## config.mk

```make
export PLATFORM = sky130hd
export DESIGN_NAME = round_key_reader
export DESIGN_NICKNAME = d
export VERILOG_FILES = /design/src/rtl/round_key_reader.sv
export SDC_FILE = /design/constraint.sdc
export NUM_CORES = 2
export LEC_CHECK = 0
export ABC_AREA = 1
export BUFFER_PORTS_ARGS = -buffer_cell sky130_fd_sc_hd__buf_2
export CAP_MARGIN = 10
export CELL_PAD_IN_SITES_DETAIL_PLACEMENT = 1
export CELL_PAD_IN_SITES_GLOBAL_PLACEMENT = 1
export CORE_AREA = 5 5 306 427
export CTS_CLUSTER_DIAMETER = 30
export DETAILED_ROUTE_END_ITERATION = 8
export DIE_AREA = 0 0 311 432
export GPL_TIMING_DRIVEN = 0
export PLACE_DENSITY_LB_ADDON = 0.1
export SLEW_MARGIN = 20
export SYNTH_ARGS = -nofsm -noshare
export SYNTH_HDL_FRONTEND = slang
export SYNTH_SLANG_ARGS = --single-unit
```

## constraint.sdc

```tcl
create_clock -name clk -period 20.4 [get_ports clk]
set_input_delay 3.06 -clock clk [delete_from_list [all_inputs] [get_ports clk]]
set_output_delay 3.06 -clock clk [all_outputs]
set_load 0.03 [all_outputs]
```

## src/rtl/round_key_reader.sv

```systemverilog
// round_key_reader: stores serially loaded round keys and replays them in forward or reverse order
module round_key_reader #(
    parameter int KEY_W    = 128,
    parameter int NUM_KEYS = 11,
    parameter int IDX_W    = 4
) (
    input  logic             clk,
    input  logic             rst,
    input  logic             clear,
    input  logic             key_in_valid,
    input  logic [KEY_W-1:0] key_in,
    output logic             key_in_ready,
    output logic             load_done,
    input  logic             req_valid,
    input  logic             req_dir,
    output logic             req_ready,
    output logic             rk_valid,
    input  logic             rk_ready,
    output logic [KEY_W-1:0] rk_data,
    output logic [IDX_W-1:0] rk_index,
    output logic             rk_last,
    output logic             busy
);
    typedef enum logic [1:0] {LOAD, IDLE, SERVE} state_t;
    localparam logic [IDX_W-1:0] LAST = IDX_W'(NUM_KEYS - 1);
    state_t           state;
    logic [KEY_W-1:0] mem [NUM_KEYS];
    logic [IDX_W-1:0] wr_ptr, rd_ptr, nxt_ptr, start_ptr;
    logic             dir;
    assign key_in_ready = state == LOAD;
    assign req_ready    = state == IDLE;
    assign busy         = state == SERVE;
    assign rk_index     = rd_ptr;
    assign nxt_ptr      = dir ? rd_ptr - 1'b1 : rd_ptr + 1'b1;
    assign start_ptr    = req_dir ? LAST : '0;
    // key storage survives reset and clear; written only by accepted load beats
    always_ff @(posedge clk)
        if (!rst && !clear && key_in_ready && key_in_valid) mem[wr_ptr] <= key_in;
    // load/idle/serve control with registered beat outputs so data stays stable under stall
    always_ff @(posedge clk) begin
        if (rst || clear) begin
            state     <= LOAD;
            wr_ptr    <= '0;
            rd_ptr    <= '0;
            dir       <= 1'b0;
            load_done <= 1'b0;
            rk_valid  <= 1'b0;
            rk_data   <= '0;
            rk_last   <= 1'b0;
        end else begin
            case (state)
                LOAD: if (key_in_valid) begin
                    wr_ptr <= wr_ptr == LAST ? '0 : wr_ptr + 1'b1;
                    if (wr_ptr == LAST) begin
                        state     <= IDLE;
                        load_done <= 1'b1;
                    end
                end
                IDLE: if (req_valid) begin
                    state    <= SERVE;
                    dir      <= req_dir;
                    rd_ptr   <= start_ptr;
                    rk_data  <= mem[start_ptr];
                    rk_valid <= 1'b1;
                    rk_last  <= NUM_KEYS == 1;
                end
                SERVE: if (rk_ready) begin
                    if (rk_last) begin
                        state    <= IDLE;
                        rk_valid <= 1'b0;
                        rk_last  <= 1'b0;
                    end else begin
                        rd_ptr  <= nxt_ptr;
                        rk_data <= mem[nxt_ptr];
                        rk_last <= nxt_ptr == (dir ? IDX_W'(0) : LAST);
                    end
                end
                default: state <= LOAD;
            endcase
        end
    end
endmodule

```

---- Yosys cells after proc, flatten, opt, wreduce, memory -nomap -nowiden ----
Memories as Yosys holds them, arrays and structs flattened.
Index checks and enable logic that the tools add are counted.
W data, S select, Z words.
storage, ports and cells
  memory bits (writable) .................. 1408
  output and inout bits ................... 138
  input port bits ......................... 135
  logic and storage cells ................. 65
  memories kept ........................... 1
  bits in registers ....................... 142
operators by class
  muxes and demuxes ....................... 28
  reduce and logical (&&, ||, !) cells .... 15
  add/sub/neg operators ................... 3
  equality and inequality tests ........... 10
memory list
  name  depth  width  rd ports  clocked after Yosys merged registers in  wr ports  line  text
  mem   11     128    2         0                                        1         27    logic [KEY_W-1:0] mem [NUM_KEYS];
operators with widths
  kind                   number
  $mux W128              3
  $pmux W128 S2          1
  $mux W4                7
  $mux W2                5
  $ne A2 B2 Y1 const B   5
  $add A4 B1 Y4 const B  2
  $mux W1                8
  $pmux W4 S2            1
  $reduce_and A4 Y1      2
  $pmux W2 S3            1
  $reduce_and A3 Y1      2
  $reduce_and A5 Y1      1
  $eq A4 B4 Y1           1
  $eq A4 B4 Y1 const B   1
  $pmux W1 S2            2
  $reduce_and A2 Y1      2
  $sub A4 B1 Y4 const B  1
  $logic_and A1 B1 Y1    3
  $eq A2 B1 Y1 const B   1
  $eq A2 B2 Y1 const B   1
  $logic_not A1 Y1       2
  $logic_not A2 Y1       1
  $ne A2 B1 Y1 const B   1
  $reduce_bool A2 Y1     1
  $logic_or A1 B1 Y1     1

---- Logic depth before layout (Yosys ltp) ----
  word-level depth ........................ 6
  mapped depth ............................ 11
  gate-level depth less buffers ........... 9

---- Worst setup path after synthesis ----
Ideal clock, no wire load.
  path type ............................... input -> register
  start ................................... input clear
  end ..................................... memory mem[8][0], enable pin
  stages .................................. 5
  setup slack ............................. 3.721 ns
  library setup time ...................... 0.929 ns
  data required time ...................... 19.471 ns
  data arrival time ....................... 15.750 ns
  path through ............................ nor2_2 inv_1 nor2_1 inv_1 nor4_1
between the ends
  word-level cells in the longest chain between the ends .. 6
ends and longest elaborated chain
  element                            line  text
  start: declaration                 9     input logic clear,
  $logic_not A1 Y1                   38    if (!rst && !clear && key_in_ready && key_in_valid) mem[wr_ptr] <= key_in;
  $logic_and A1 B1 Y1 (3 in series)  38
  $mux W1                            38
  $mux W1 (implied by the code)      38
  end: declaration                   27
No other way between the ends.

---- Final worst setup path ----
  start ................................... register state[1]
  end ..................................... output busy
between the ends
  word-level cells in the longest chain between the ends .. 1
ends and longest elaborated chain
  element                   line  text
  start: declaration        26    state_t state;
  start signal: assignment  42    state <= LOAD;
  start signal: assignment  55    state <= IDLE;
  start signal: assignment  60    state <= SERVE;
  $eq A2 B2 Y1              32    assign busy = state == SERVE;
  end: declaration          22    output logic busy
No other way between the ends.

==> results.yml <==
outcome:
  outcome: "finished clean"
logic_synthesis:
  syn_area_um2: 62600
  avgSynthCellArea_um2: 11.4
  synth_fa_ha_area_share_pct: 0.0719
  synth_ff_type: "edfxtp_1"
  synth-seq-cells: 1550
  synthSimpleGateAreaFrac_pct: 20.6
  ys_seq_area_share_pct: 72.0
  synth.mux.area_fraction_pct: 0
  synth_edf_count: 1408
  synth_compound_area_share_pct: 4.31
  synth_xor_area_share_pct: 0.0419
  synthCells: 5511
  synth_top_family_by_area: "simple AND/OR/NAND/NOR gates"
  syn-num-nets: 5649
  synth.distinct_cells: 28
  yosysWarningCount: 0
  async_reset_ff_share_pct: 0
setup_path:
  worstSetupPathType: "reg2out"
  rr_startpoint: "state[1]$_SDFFE_PP0P_"
  crit_path_end_kind: "output port"
  ff2ff_setup_slack_ns: 16.36
  start_kind: "register"
  cpMostUsedCell: "buf_2"
  arrival_ns: 3.54
  required_ns: 17.34
  cp_max_fo: 10
  cp_top_family: "buffers and inverters"
  slowest_delay_ns: 0.73
  cp_slowest_cell: "buf_2"
  path_cells: "nand2_1 -> inv_2 -> buf_2 -> buf_2 -> buf_2 -> buf_2"
  timing.rr.end: "mem[9][48]$_DFFE_PP_"
  cp.buffers_inverters: 5
  reg2reg_depth: 12
drt:
  drtIter0Drc: 4909
  wl_mm: 225
  viasPerCell: 6.06
  wl_per_cell_um: 28.1
  first_pass_iters: 5
  ant_nets: 0
  drc: 0
  vias: 48600
cts:
  clock_latency_ns: 0.86
  cts-root-buf: "clkbuf_16"
  cts_resized: 0
  cts_tree: "done"
  cts_hold_buf: 0
  cts.path.max_buffers: 3
  cts_buffers: 238
  cts_setup_buffers: 0
  htree_levels: 4
  cts.sinks: 1550
  path_clk_slew_ns: 0.06
die:
  chipHeight_um: 432
  coreArea_um2: 126000
  pin_count: 273
  row_count: 154
  start_util_pct: 49.7
  die_x_um: 311
  dieArea_um2: 134000
power:
  internal-power_w: 0.00610
  ir_worst_vdd_mv: 0.0892
  pwr-share-clk_pct: 54.0
  finalPower_w: 0.00781
  power.share.sequential_pct: 44.6
  p_switching_w: 0.00171
  switching_share_pct: 21.8
  p_per_area_nw_per_um2: 102
  power_frac_comb_pct: 1.5
  leakagePower_nw: 28.2
timing:
  fin_crit_sh_pct: 32.3
  setup_ws_ns: 13.80
  fmax_mhz: 152
  finalSetupViolCount: 0
  hold_viol: 0
  worstMarginPinSlew_ns: 1.04
  grt_setup_unrepaired: "false"
  relSlewSlack_pct: 30.5
  tns_ns: 0
  period_needed_ns: 6.60
  skew_ns: 0.0348
  drv_slew: 0
placed_design:
  dp_slack_ns: 13.13
  portBuffers: 271
  dpl.hpwl_mm: 150
  gp_congestion: 0.821
  dp_cells: 7547
min_path:
  worstHoldStart: "rk_valid$_SDFFE_PP0P_"
  holdCritPathClass: "reg2reg"
  min_path_cells: 2
  holdPathEnd: "rk_valid$_SDFFE_PP0P_"
layout:
  fill_cells: 13000
  syn2layout_area_growth_pct: 21.7
  layout-drive-gt1-share_pct: 16.6
  nets: 6288
  regArea_um2: 45100
  final_cells: 8023
  multi_input_area_um2: 15700
  utilization_pct: 60.5
job:
  drv_cap: 0
global_routing:
  grt_max_degree: 28
  grt_usage_pct: 32.7
  grt_pass1_vias: 52400
  grt_overflow: 0
  grt_pass1_wl_mm: 331
  antenna_found_initial: 33
cells by family (layout without fill, tap and decap cells):
logic type | after synthesis | after routing
other | 0 | 18
XOR/XNOR | 3 | 3
AO/OA/AOI/OAI | 536 | 536
adder cells (fa/ha/maj) | 3 | 3
buffers and inverters | 418 | 1274
flip-flops | 1550 | 1550
AND/OR/NAND/NOR | 3001 | 3001
metal layers:
metal	track usage (%)	vias up	wire length (µm)	share of wire, %
met3	7.36	664	18300	8.1
li1	-	21000	-	-
met4	17.9	12	13200	5.9
met1	38.3	24600	81600	36
met5	0	-	76	0.034
met2	56.2	2326	112000	50
cell usage after synthesis, types with 2 or more instances:
cell / count / area share, %
xor2_1: 2 / 0.028
nor2_1: 145 / 0.87
nor3_1: 6 / 0.048
ha_1: 2 / 0.040
nand2_1: 1557 / 9.3
a21oi_1: 265 / 2.1
clkbuf_1: 149 / 0.89
buf_2: 220 / 1.8
inv_2: 3 / 0.018
nand3_1: 1287 / 10
buf_1: 27 / 0.16
o21ai_0: 266 / 2.1
dfxtp_1: 142 / 4.5
inv_1: 18 / 0.11
edfxtp_1: 1408 / 67
a31oi_1: 2 / 0.020
cells in the final DEF, fill, tap and decap left out, types with 3 or more instances in the layout:
cell type	instances
clkbuf_1	168
nor2_1	138
nor3_1	3
clkbuf_8	7
nand3_1	1287
buf_12	27
dfxtp_1	142
clkinv_2	26
inv_1	18
buf_6	8
clkbuf_16	241
diode_2	18
o21ai_0	266
clkinv_8	7
inv_8	5
buf_1	27
clkinv_1	17
inv_6	39
clkinv_4	33
buf_4	55
bufinv_16	30
nor2_4	8
nor3_2	3
buf_16	20
edfxtp_1	1408
buf_2	510
nand2_1	1557
a21oi_1	265
inv_2	3
clkinvlp_4	29
worst min-delay path, stage by stage (launching register included):
cell and delay, ns:
dfxtp_1 0.31, o21ai_0 0.07, a21oi_1 0.06
through the flow:
| stage | area, µm² | hold WS, ns |
|---|---|---|
| final | 76200 | 0.487 |
| after global placement | 66000 | 0.458 |
| after global routing | 76200 | 0.526 |
| after detailed placement | 67800 | 0.474 |
| after floorplan | 62600 | 0.501 |
| after CTS | 76200 | 0.491 |
power groups by stage:
stage / Clock (W) / Sequential (W) / Combinational (W)
5_1_grt: 0.00440 / 0.00348 / 0.000121
3_3_place_gp: 0 / 0.00355 / 0.0000992
3_5_place_dp: 0 / 0.00354 / 0.000109
4_1_cts: 0.00423 / 0.00348 / 0.000111
2_1_floorplan: 0 / 0.00355 / 0.0000302
6_report: 0.00421 / 0.00348 / 0.000114
registers in the layout, indices dropped and copies added, names as in the netlist:
register,cells
state,2
mem,1408
rk_index,4
load_done,1
rk_last,1
rk_valid,1
dir,1
rk_data,128
wr_ptr,4
cell type report:
type,count,share of cell area [%]
timing repair buffer,399,3.99
multi-input combinational,3543,20.7
tap,1638,2.69
buffer,397,2.32
clock buffer,269,8.14
inverter,21,0.103
antenna,18,0.0591
sequential,1550,59.2
clock inverter,188,2.83
worst max path at each step:
stage	start	to	slack, ns	depth (start not counted)
final	state[1]$_SDFFE_PP0P_	busy	13.80	6
after global routing	state[1]$_SDFFE_PP0P_	busy	13.80	6
after CTS	state[1]$_SDFFE_PP0P_	busy	13.87	6
after detailed placement	clear	mem[9][43]$_DFFE_PP_	13.13	13
after global placement	clear	mem[8][43]$_DFFE_PP_	-9.62	6
after floorplan	clear	mem[8][0]$_DFFE_PP_	3.72	5
(Power assumes the default switching activity.)
